## src/rtl/pipe_pkg.sv

```systemverilog
// pipe_pkg -- shared definitions for pipe_stage_reg and pipe_skid_buf.
//   state_e     : stage state; encoding equals entries held (occupancy)
//   OCC_W       : width of the occupancy / state field
//   ZERO_BUBBLE : a drain and an accept may happen in the same cycle
package pipe_pkg;
  localparam int OCC_W = 2;

  typedef enum logic [OCC_W-1:0] {
    EMPTY = 2'd0,
    BUSY  = 2'd1,
    FULL  = 2'd2
  } state_e;

  localparam bit ZERO_BUBBLE = 1'b1;
endpackage

```

## src/rtl/pipe_skid_buf.sv

```systemverilog
// pipe_skid_buf -- one-entry data+valid holding register used as the skid slot.
//   clk, rst_n : clock, async active-low reset
//   clr        : synchronous clear of valid and data (highest priority)
//   load       : capture in_data, set valid
//   unload     : drop valid (data kept, it is dead once valid falls)
//   valid/data : held entry
module pipe_skid_buf
  import pipe_pkg::*;
#(
  parameter int WIDTH = 32
) (
  input  logic             clk,
  input  logic             rst_n,
  input  logic             clr,
  input  logic             load,
  input  logic             unload,
  input  logic [WIDTH-1:0] in_data,
  output logic             valid,
  output logic [WIDTH-1:0] data
);
  always_ff @(posedge clk or negedge rst_n) begin
    if (!rst_n) begin
      valid <= 1'b0;
      data  <= '0;
    end else if (clr) begin
      valid <= 1'b0;
      data  <= '0;
    end else if (load) begin
      valid <= 1'b1;
      data  <= in_data;
    end else if (unload) begin
      valid <= 1'b0;
    end
  end
endmodule

```

## src/rtl/pipe_stage_reg.sv

```systemverilog
// pipe_stage_reg -- registered valid/ready pipeline stage with stall counter.
//   clk, rst_n            : clock, async active-low reset
//   in_valid/in_ready/in_data    : upstream handshake
//   out_valid/out_ready/out_data : downstream handshake, outputs registered
//   flush                 : synchronous kill of all held entries
//   stall_clr             : synchronous clear of stall_cnt
//   occupancy             : entries held (0..2)
//   stall_cnt             : saturating count of out_valid & !out_ready cycles
// Build option: define PIPE_STAGE_SKID_EN for the two-entry skid version with
// registered in_ready; default is a single entry with combinational in_ready.
module pipe_stage_reg
  import pipe_pkg::*;
#(
  parameter int WIDTH = 32,
  parameter int CNT_W = 16
) (
  input  logic             clk,
  input  logic             rst_n,
  input  logic             in_valid,
  output logic             in_ready,
  input  logic [WIDTH-1:0] in_data,
  output logic             out_valid,
  input  logic             out_ready,
  output logic [WIDTH-1:0] out_data,
  input  logic             flush,
  input  logic             stall_clr,
  output logic [OCC_W-1:0] occupancy,
  output logic [CNT_W-1:0] stall_cnt
);
  localparam logic [CNT_W-1:0] CNT_MAX = '1;

  logic [OCC_W-1:0] state;
  logic             accept;
  logic             drain;

  assign accept    = in_valid & in_ready;
  assign drain     = out_valid & out_ready;
  assign occupancy = state;

`ifdef PIPE_STAGE_SKID_EN
  logic             ready_q;
  logic             skid_valid;
  logic [WIDTH-1:0] skid_data;
  logic             skid_clr;
  logic             skid_load;
  logic             skid_unload;

  // Registered ready: no path from out_ready to in_ready.
  assign in_ready    = ready_q;
  // Invalid encoding recovery also scrubs the skid slot.
  assign skid_clr    = flush | (&state);
  assign skid_load   = (state == BUSY) & accept & ~drain;
  assign skid_unload = (state == FULL) & drain;

  pipe_skid_buf #(.WIDTH(WIDTH)) u_skid (
    .clk     (clk),
    .rst_n   (rst_n),
    .clr     (skid_clr),
    .load    (skid_load),
    .unload  (skid_unload),
    .in_data (in_data),
    .valid   (skid_valid),
    .data    (skid_data)
  );
`else
  // Single entry: accept when empty, or when the held entry leaves this cycle.
  assign in_ready = ~out_valid | (ZERO_BUBBLE & out_ready);
`endif

  always_ff @(posedge clk or negedge rst_n) begin
    if (!rst_n) begin
      state     <= EMPTY;
      out_valid <= 1'b0;
      out_data  <= '0;
`ifdef PIPE_STAGE_SKID_EN
      ready_q   <= 1'b0;
`endif
    end else if (flush) begin
      // Anything accepted this cycle is dropped with the held entries.
      state     <= EMPTY;
      out_valid <= 1'b0;
      out_data  <= '0;
`ifdef PIPE_STAGE_SKID_EN
      ready_q   <= 1'b1;
`endif
    end else begin
      case (state)
        EMPTY: begin
          if (accept) begin
            state     <= BUSY;
            out_valid <= 1'b1;
            out_data  <= in_data;
          end
`ifdef PIPE_STAGE_SKID_EN
          ready_q <= 1'b1;
`endif
        end
        BUSY: begin
          if (accept && drain) begin
            out_data <= in_data;
          end else if (drain) begin
            state     <= EMPTY;
            out_valid <= 1'b0;
`ifdef PIPE_STAGE_SKID_EN
          end else if (accept) begin
            // Output stalled: new payload goes to the skid slot, head holds.
            state   <= FULL;
            ready_q <= 1'b0;
`endif
          end
        end
`ifdef PIPE_STAGE_SKID_EN
        FULL: begin
          if (drain) begin
            state     <= BUSY;
            out_valid <= skid_valid;
            out_data  <= skid_data;
            ready_q   <= 1'b1;
          end
        end
`endif
        default: begin
          state     <= EMPTY;
          out_valid <= 1'b0;
          out_data  <= '0;
`ifdef PIPE_STAGE_SKID_EN
          ready_q   <= 1'b1;
`endif
        end
      endcase
    end
  end

  // Stall counter is independent of flush; clear wins over increment.
  always_ff @(posedge clk or negedge rst_n) begin
    if (!rst_n) begin
      stall_cnt <= '0;
    end else if (stall_clr) begin
      stall_cnt <= '0;
    end else if (out_valid && !out_ready && (stall_cnt != CNT_MAX)) begin
      stall_cnt <= stall_cnt + 1'b1;
    end
  end
endmodule

```

## config.mk

```make
export PLATFORM = sky130hd
export DESIGN_NAME = pipe_stage_reg
export DESIGN_NICKNAME = d
export VERILOG_FILES = /design/src/rtl/pipe_pkg.sv /design/src/rtl/pipe_skid_buf.sv /design/src/rtl/pipe_stage_reg.sv
export SDC_FILE = /design/constraint.sdc
export NUM_CORES = 1
export LEC_CHECK = 0
export CORE_MARGIN = 1.5
export CORE_UTILIZATION = 42
export DETAILED_ROUTE_END_ITERATION = 16
export GPL_ROUTABILITY_DRIVEN = 0
export PLACE_DENSITY_LB_ADDON = 0.1
export SYNTH_ARGS = -nofsm -noshare
export SYNTH_HDL_FRONTEND = slang
export SYNTH_SLANG_ARGS = --single-unit
```

## constraint.sdc

```tcl
create_clock -name clk -period 2.22 [get_ports clk]
set_input_delay 0.333 -clock clk [delete_from_list [all_inputs] [get_ports clk]]
set_output_delay 0.333 -clock clk [all_outputs]
set_load 0.01 [all_outputs]
```

Word-level counts from Yosys, hierarchy flattened

Index checks and enable logic that the tools add are counted.

$add $sub $neg: 1
Eq/ne operators: 6
Multiplexer cells: 16
Bitwise logic cells: 4
Reduce and logical (&&, ||, !) cells: 8

Operators by type and width:

| kind                                                                   | count |
|---|---|
| 32-bit 2-to-1 mux                                                      | 3 |
| 32-bit case mux with 2 select lines                                    | 1 |
| 16-bit 2-to-1 mux                                                      | 2 |
| 16-bit by 1-bit adder with 16-bit output (second input constant)       | 1 |
| 16-bit != test (second input constant)                                 | 1 |
| 3-bit != test (second input constant)                                  | 4 |
| 2-bit 2-to-1 mux                                                       | 4 |
| 1-bit 2-to-1 mux                                                       | 4 |
| 2-bit case mux with 2 select lines                                     | 1 |
| 1-bit logical AND                                                      | 3 |
| 3-bit AND reduction                                                    | 1 |
| 1-bit AND                                                              | 2 |
| 2-bit by 1-bit equality test with 1-bit output (second input constant) | 1 |
| 2-bit zero test                                                        | 1 |
| 1-bit case mux with 2 select lines                                     | 1 |
| 2-bit AND reduction                                                    | 1 |
| 2-bit nonzero test                                                     | 1 |
| 1-bit zero test                                                        | 1 |
| 1-bit NOT                                                              | 1 |
| 1-bit OR                                                               | 1 |

Register bits: 51
Input bits: 38
Output and inout bits: 52
Word-level logic and storage cells: 39

Logic depth before layout (Yosys ltp)

Word-level depth: 7
Gate-level depth with buffers: 6
Depth with buffers taken out: 5

Worst setup path before layout

OpenSTA, ideal clock, no wires.

Path kind: flip-flop to flip-flop
Start: reg stall_cnt[0]
End: reg stall_cnt[10]
Library setup time: 0.078 ns
Arrival time: 1.661 ns
Data required time: 2.142 ns
Setup slack: 0.481 ns
Cell stages (with the launch flop): 6
Path buffers: 0
Clock period less this slack: 1.739 ns
Cells stage by stage: dfrtp_1 -> ha_1 -> nand3_1 -> or3_1 -> or3_1 -> a21oi_1

Longest elaborated chain between the ends: 3
Elaborated cells between the ends (all ways): 6
Those cells by class: add/sub: 1; eq/ne: 1; mux: 2; reduce/logical: 2

RTL lines:

| element                                                                    | line                                         | text |
|---|---|---|
| from (decl)                                                                | pipe_stage_reg.sv:28                         | `output logic [CNT_W-1:0] stall_cnt` |
| from (signal assigned)                                                     | pipe_stage_reg.sv:141                        | `stall_cnt <= stall_cnt + 1'b1;` |
| 16-bit by 1-bit adder with 16-bit output or 16-bit != test (tied branches) | pipe_stage_reg.sv:141, pipe_stage_reg.sv:140 |  |
| 16-bit 2-to-1 mux or 1-bit logical AND (tied branches)                     | pipe_stage_reg.sv:140                        | `end else if (out_valid && !out_ready && (stall_cnt != CNT_MAX)) begin` |
| 16-bit 2-to-1 mux or 2-bit nonzero test (tied branches)                    | -                                            |  |

Parallel ways exist; a longest one is shown, timed or not. The select of a mux whose other input is x is not followed.
A chain may end at the register's enable or synchronous reset.

Worst setup path in the final report

Start: in out_ready
End: out in_ready

Longest elaborated chain between the ends: 1

RTL lines:

| element     | line                 | text |
|---|---|---|
| from (decl) | pipe_stage_reg.sv:23 | `input logic out_ready,` |
| 1-bit OR    | pipe_stage_reg.sv:67 | `assign in_ready = ~out_valid \| (ZERO_BUBBLE & out_ready);` |
| to (decl)   | pipe_stage_reg.sv:20 | `output logic in_ready,` |

Every way passes these cells.

==> parameters.txt <==
Parameter                              Value

Setup path
  Largest stage delay on the critical path    about 570 ps
  Cells traversed along the worst timing path    clkdlybuf4s50_1, and2b_2, inv_1, clkdlybuf4s50_1
  Slowest CP cell    clkdlybuf4s50_1
  Most frequent CP cell    clkdlybuf4s50_1
  CP Max Fanout    4
  Setup crit start kind    primary input
  Worst setup EP type    output pin
  Arr. time, crit path    1730 ps
  Worst path buffer plus inverter count    3
  Crit-path leading delay family    buffers and inverters
  Req. time, crit path    1890 ps
  Critical path class    primary input to output pin

Place
  Worst Setup Slack post-DPL    around 140 ps
  Count of input and output buffers    between 80 and 90
  Total cell area at the placement stage    0.003115 mm2
  Detailed placer's ending HPWL    3552 um

Finish
  Count of nets after finishing    308
  Syn-to-layout area delta    51.64%
  Final antenna diode count    0
  Fraction of final layout cells with drive strength greater than 1    0.09630
  Cell area after layout    0.003241 mm2
  Fill cells    412

Synthesis
  Most frequent cell after synthesis    dfrtp_1
  Yosys cell types    35
  Number of synthesized flops with an enable pin    0
  Largest area contributor in the synthesized netlist    dfrtp_1
  Number of warnings issued by yosys    0
  Yosys top cell area share    0.5738
  Sequential fraction of the synthesis area    0.5738
  Mapped Avg Cell Area    12.07 um2
  Count of mapped cells out of synthesis    177
  Commonest cells in the synthesized netlist    dfrtp_1, a22o_1, a21oi_1
  Async SR Flop Fraction    1.000
  Top area cells in the synthesized netlist    dfrtp_1, a22o_1, a21oi_1
  Synth Cell Area    approximately 0.0021 mm2
  #FFs+latches synth    49
  Main synth FF type    dfrtp_1
  Net count after synthesis    between 200 and 250

CTS
  CTS tree    done
  Clock transition at the register clock pins on the worst setup and hold paths after CTS    90 ps
  Post-cts repair resize count    0
  Clock Sink Count    49
  Number of buffers between clock root and the deepest sink    2
  H-tree depth reported by CTS    2
  Worst skew pair latency    310 ps
  Cell at the root of the clock tree    clkbuf_8
  Number of CTS-inserted buffers    5

STA
  Final count of negative-setup-slack endpoints    0
  Number of hold violations in the final report    0
  Total negative setup slack    0 ps
  Final critical delay including setup and external delays    2060 ps
  Timing-limited maximum frequency    485.4 MHz
  Final Worst Setup Slack    159.7 ps
  Final clock skew    approximately 10 ps
  Final-report max-slew violation count    0
  Unrepaired setup endpoints after global routing    false
  Post-route fraction of the period consumed by the critical path    0.9281

Power
  Clk network pwr share    0.346
  Design Power    between 0.0015 and 0.002 W
  Switching share of power    0.2343
  Sequential Power Share    0.509
  Leakage component of the power    approximately 1.4 nW
  Switch Pwr    0.0004379 W
  Internal power    0.001431 W
  Part of the power in combinational logic    0.144
  Worst-case vdd ir drop    0.3150 mV
  Power density relative to cell area    slightly below 600 mW/mm2

Drt
  First-pass iteration count of the detailed router    4
  Detailed-route via count    1,795
  DRC violation total after the first TritonRoute iteration    83
  DRC violations left    0
  Routed via count divided by cell count    5.326
  Total wirelength of the detailed-routed design    5058 um
  Number of routed nets with antenna violations    0
  Average wire length per cell after detail routing    15.01 um

Global route
  Number of antenna violations at the first check in global routing    0
  Via count of the first global-routing pass    1,740
  Aggregate global routing overflow    0
  Global-route wire length before repair    8362 um
  Largest net degree at the start of global routing    50
  All-layer global routing usage    0.1987

Die
  Chip Width    74.33 um
  Die footprint    0.005525 mm2
  Floorplan row count    25
  Y dimension of the die    74.33 um
  Initial core utilization    0.4436
  Number of top-level design ports    90
  Core ar.    0.004817 mm2

Worst hold path
  Tightest Hold Check Type    flip-flop to flip-flop

Run
  Max-cap violations    0

Outcome
  Result of the run    completed
[area by class of cell]
class                           instances  area, um2  share of cell area
Multi-Input combinational cell        114      857.1              0.2645
Clock inverter                          3      46.29             0.01429
Clock buffer                            5      68.82             0.02124
Timing Repair Buffer                   95      943.4              0.2911
Tap cell                               67      83.83             0.02587
Inverter                                4      15.01            0.004633
Sequential cell                        49       1226              0.3784
[kinds of logic (layout without fill, tap and decap cells)]
| logic type | count (synthesis) | after routing | share of synthesized area |
|---|---|---|---|
| multiplexers | 3 | 3 | 0.01522 |
| AO/OA/AOI/OAI | 58 | 58 | 0.2119 |
| buffers and inverters | 14 | 107 | 0.02810 |
| other | 1 | 1 | 0.001755 |
| XOR/XNOR | 1 | 1 | 0.004099 |
| AND/OR/NAND/NOR | 50 | 50 | 0.1593 |
| adder cells (fa/ha/maj) | 1 | 1 | 0.005854 |
| flip-flops | 49 | 49 | 0.5738 |
[layout by cell type (no fill, tap or decap), types with 2 or more instances in the layout]
cell type        count
o21ai_0              4
or4_1                6
dfrtp_1             49
nand2_1              7
inv_1                4
a21oi_1             12
nand4_4              2
or3_1                6
nor2b_1              2
nand4_1              2
clkdlybuf4s50_1     87
nand3_1              5
a22o_1              32
nor2_1               7
buf_4                5
o31ai_1              8
nor4_1               2
clkbuf_8             5
[power by group through the flow]
stage / clock, W / sequential [W] / combinational [W]
after global routing: 0.000700 / 0.000957 / 0.000293
after floorplan: 0 / 0.000986 / 0.0000680
final: 0.000647 / 0.000952 / 0.000270
after detailed placement: 0 / 0.000968 / 0.000272
after global placement: 0 / 0.000969 / 0.000270
after CTS: 0.000656 / 0.000952 / 0.000273
[final timing paths]
| check | start | endpoint | slack (ps) | cells after the start |
|---|---|---|---|---|
| max | out_ready | in_ready | 160 | 4 |
| min | out_data[23] | out_data[23] | 510 | 1 |
| max reg2reg | stall_cnt[0] | stall_cnt[15] | 320 | 5 |
| min reg2reg | out_data[23] | out_data[23] | 510 | 1 |
| max in group asynchronous | rst_n | out_data[0] | 1460 | 3 |
| min in group asynchronous | rst_n | out_data[16] | 530 | 3 |
[layer usage]
metal / GRT usage / vias to the layer above / share of wire
met3: 0.05556 / 9 / 0.065
met2: 0.3204 / 61 / 0.49
met5: 0 / - / 0
met1: 0.2572 / 869 / 0.43
met4: 0.07273 / 0 / 0.021
li1: - / 856 / -
[sequential cells by signal, summed over array words and instances, names as in the netlist]
name / flops
out_data: 32
stall_cnt: 16
out_valid: 1
[repair_timing]
item,in CTS,in global routing
buffers inserted,0,0
endpoints found under the hold margin,0,2
hold buffers,0,1
[through the flow]
stage          hold WS, ps  cells  utilization
2_1_floorplan        37.41    177            -
3_3_place_gp         340.2    328       0.6468
3_5_place_dp         339.8    328       0.6468
4_1_cts             0.2405    336       0.6706
5_1_grt              520.9    337       0.6727
6_report             508.6    337       0.6727
(Power assumes the default switching activity.)
==> variant 1, RTL diff (same settings) <==
Add a define of `PIPE_STAGE_SKID_EN`.
--- a/src/rtl/pipe_stage_reg.sv
+++ b/src/rtl/pipe_stage_reg.sv
@@ -9,4 +9,6 @@
 // Build option: define PIPE_STAGE_SKID_EN for the two-entry skid version with
 // registered in_ready; default is a single entry with combinational in_ready.
+`define PIPE_STAGE_SKID_EN
+
 module pipe_stage_reg
   import pipe_pkg::*;
Formal check against the unedited RTL: not equivalent (a bounded check fails within 4 cycles, from zero or initial values and one cycle with rst_n low).
==> variant 1 against the original RTL <==
- the run now ends with hold timing left
- critical path depth is 3 lower
- core utilization decreased by 9.7 points
- clock power up 62%
- synthesized area rose by 78%
- clock skew is 0.0037 ns lower
- sequential cell count grew 36
- setup slack gained 0.073 ns
- cell area up 56%
- power grew 84%
- non-clock buffer count is 4 higher
- routed wire length is 73% higher
- count of clock-buffer cells in the layout is 6 higher
- critical path type is now reg2out
- largest cell class unchanged
==> variant 1: results <==
[routing]
dr.pass1.iters = 5
drt_iter0_markers = 174

[final_layout]
nFlopsAndLatches = 85
buf_share_pct = 19.60
drive_gt1_share_pct = 8.559
nNetsFinal = 479
clkbuf_count = 11
sh_seq_area_pct = 42.18
multi_input_area_share_pct = 31.64
multiInputCombCellCount = 241

[synthesis]
synth-compound-area-share_pct = 25.16
ys_seq_area_share_pct = 55.77
synth_xor_area_share_pct = 0
synthCells = 356
synth_cell_type_count = 46

[critical_path]
r2r_start = "occupancy[1]"
cp_slowest_stage_delay_ns = 0.66
r2r_end = "u_skid.data[23]"
critical_path.max_fanout = 13
crit_path_start = "occupancy[0]"

[run_status]
outcome = "finished with violations"
violations = "hold timing"

[place]
io_buffers = 89
placed_area_sq_um = 4861
place_inst = 537
pre_cts_slack_ns = -0.08155

[power]
clockPowerShare_pct = 30.4
cellPowerDensity_nw_per_um2 = 682.3
peakVddDrop_mv = 0.4692

[global_routing]
grt_pass1_vias = 3123
grt_pass1_wl_um = 15070

[timing]
hold_ws_ns = -0.007390
finalHoldViolations = 3
post-route-period-util_pct = 89.51

[floorplanning]
rows = 34

[clock_network]
clkLatencyLatePin_ns = 0.34

[hold_path]
min_path_type = "in2async"
variant 1: cell types whose count changed in the layout (fill, tap and decap cells not counted), moves of 3 or more:
cell,before,now
a22oi_1,0,32
o31ai_1,8,5
a21boi_0,0,3
nand2_1,7,44
clkbuf_8,5,9
dfrtp_1,49,85
buf_4,5,9
nand2b_1,0,4
o21ai_0,4,39
mux2_2,1,4
a21o_1,0,3
variant 1: worst max path at each step:
stage | to | depth (start not counted)
2_1_floorplan | out_data[0] | 4
3_3_place_gp | u_skid.data[23] | 5
3_5_place_dp | u_skid.data[13] | 5
4_1_cts | occupancy[0] | 1
5_1_grt | occupancy[0] | 1
6_report | occupancy[0] | 1
variant 1: metal layers:
metal | up-vias | global-route usage [%] | share of wire (%)
met3 | 8 | 4.438 | 3.9
met5 | - | 0 | 0
met1 | 1519 | 27.10 | 48
met2 | 68 | 29.98 | 47
li1 | 1499 | - | -
met4 | 0 | 5.092 | 1.1
==> variant 2, RTL diff (config.mk and constraints unchanged) <==
Without the edit above. Reset style: synchronous (`rst_n`), changed in 2 clocked blocks. Comments in the files are not updated.
--- a/src/rtl/pipe_stage_reg.sv
+++ b/src/rtl/pipe_stage_reg.sv
@@ -68,5 +68,5 @@
 `endif
 
-  always_ff @(posedge clk or negedge rst_n) begin
+  always_ff @(posedge clk) begin
     if (!rst_n) begin
       state     <= EMPTY;
@@ -133,5 +133,5 @@
 
   // Stall counter is independent of flush; clear wins over increment.
-  always_ff @(posedge clk or negedge rst_n) begin
+  always_ff @(posedge clk) begin
     if (!rst_n) begin
       stall_cnt <= '0;
Check against the original RTL: differs if rst_n is asserted again (counterexample within 4 cycles, from zero or initial values and one cycle with rst_n low); with rst_n held inactive, the same outputs for 10 cycles.
==> variant 2 against the original RTL <==
- core utilization grew 0.80 points
- synthesized cell count rose by 38%
- critical path type unchanged
- cell area fell by 6.6%
- clock skew down 0.0029 ns
- final cell count grew 13%
- highest routed layer unchanged
- via count up 8.6%
- synthesized area down 7.3%
- routed wire length down 3.9%
- clock power down 13%
- setup slack better by 0.20 ns
- first-iteration DRC count decreased by 1.2%
- sequential cell count unchanged
- worst hold slack got worse by 0.054 ns
- power decreased by 11%
==> variant 2: results <==
[clock_network]
h-tree-depth = 2
clk_pin_slew_ns = 0.08
cts_buffers = 5
postCtsSetupBuffers = 0
clkLatencyLatePin_ns = 0.30
cts.path.max_buffers = 2
ctsResizeCount = 0
cts_root_buf = "clkbuf_8"

[final_layout]
reg_top3 = "out_data (32), stall_cnt (16), out_valid (1)"
drive_gt1_share_pct = 4.848
diodes = 0
nNetsFinal = 368

[floorplanning]
initial_core_util_pct = 44.57

[synthesis]
ys.warnings.count = 0
ys_seq_area_share_pct = 49.53
synth_cell_type_count = 33
async_flop_share_pct = 0
synthTopCellsByCount = "nand2_1, dfxtp_1, a21oi_1"
synth_nets = 283
synth.area.top_cells = "dfxtp_1, nand2_1, a21oi_1"

[global_routing]
antenna_found_initial = 0
grt.total_usage_pct = 20.22
grt_max_degree = 33
grt_pass1_vias = 1829
grt_pass1_wl_um = 8266

[place]
pre_cts_slack_ns = 0.1263
dp.final_hpwl_um = 3505
placed_area_sq_um = 2924
io_buffers = 88

[power]
leakage_nw = 1.049
p_sw_uw = 375.7
peakVddDrop_mv = 0.4327

[timing]
max_slew_margin_pct = 56.51
fin_skew_ns = 0.007313

[routing]
dr.pass1.iters = 6
routedWlPerCell_um = 12.73
drt_iter0_markers = 82
vias = 1949

[run_status]
outcome = "finished clean"

[critical_path]
crit_arrival_ns = 1.52
critical_path.max_fanout = 4

[hold_path]
min_path_type = "reg2reg"
==> variant 2: kinds of logic (layout without fill, tap and decap cells) <==
| group | Yosys count | after routing | share of synthesized area [%] |
|---|---|---|---|
| compound gates | 61 | 61 | 17.25 |
| xor+xnor | 1 | 1 | 0.4423 |
| fa+ha+maj | 1 | 1 | 0.6316 |
| buf+inv | 20 | 106 | 4.232 |
| flops | 49 | 49 | 49.53 |
| other cells | 1 | 1 | 0.1893 |
| simple gates | 111 | 111 | 27.73 |
==> variant 2: final timing paths <==
kind,endpoint,slack (ns),cells past startpoint,from
max,in_ready,0.36,3,out_ready
min reg2reg,out_data[30],0.45,2,out_data[30]
min,out_data[30],0.45,2,out_data[30]
max reg2reg,stall_cnt[10],0.37,5,stall_cnt[0]
==> variant 2: stage by stage <==
| stage | instances | utilization (%) |
|---|---|---|
| 3_3_place_gp | 374 | 65.79 |
| 2_1_floorplan | 244 | - |
| 3_5_place_dp | 374 | 65.79 |
| 6_report | 382 | 68.07 |
| 4_1_cts | 382 | 68.07 |
| 5_1_grt | 382 | 68.07 |
==> variant 2: metal layers <==
layer,share of wire [%],wire [um],GRT usage [%],vias up
li1,-,-,-,1013
met1,44,2122,26.13,869
met2,47,2265,30.56,62
met3,8.9,433,9.283,5
met4,0.80,39,5.660,0
met5,0,0,0,-
==> variant 2: area by class of cell <==
cell class / instances / area [sq um]
clock buffer: 7 / 96.34
inverter: 5 / 18.77
timing repair buffer: 93 / 943.4
clock inverter: 1 / 5.005
fill: 408 / 1419
tap: 52 / 65.06
sequential: 49 / 980.9
multi-input combinational: 175 / 915.9
==> variant 2: power by group through the flow <==
stage	sequential, mW	clock [mW]	combinational (mW)
2_1_floorplan	0.938	0	0.0644
3_3_place_gp	0.928	0	0.199
3_5_place_dp	0.929	0	0.200
4_1_cts	0.908	0.584	0.201
5_1_grt	0.910	0.625	0.219
6_report	0.907	0.566	0.199
==> variant 2: critical path, cell delays in order <==
cell and delay, ns:
clkdlybuf4s50_1 0.50, nand2b_1 0.14, clkdlybuf4s50_1 0.54
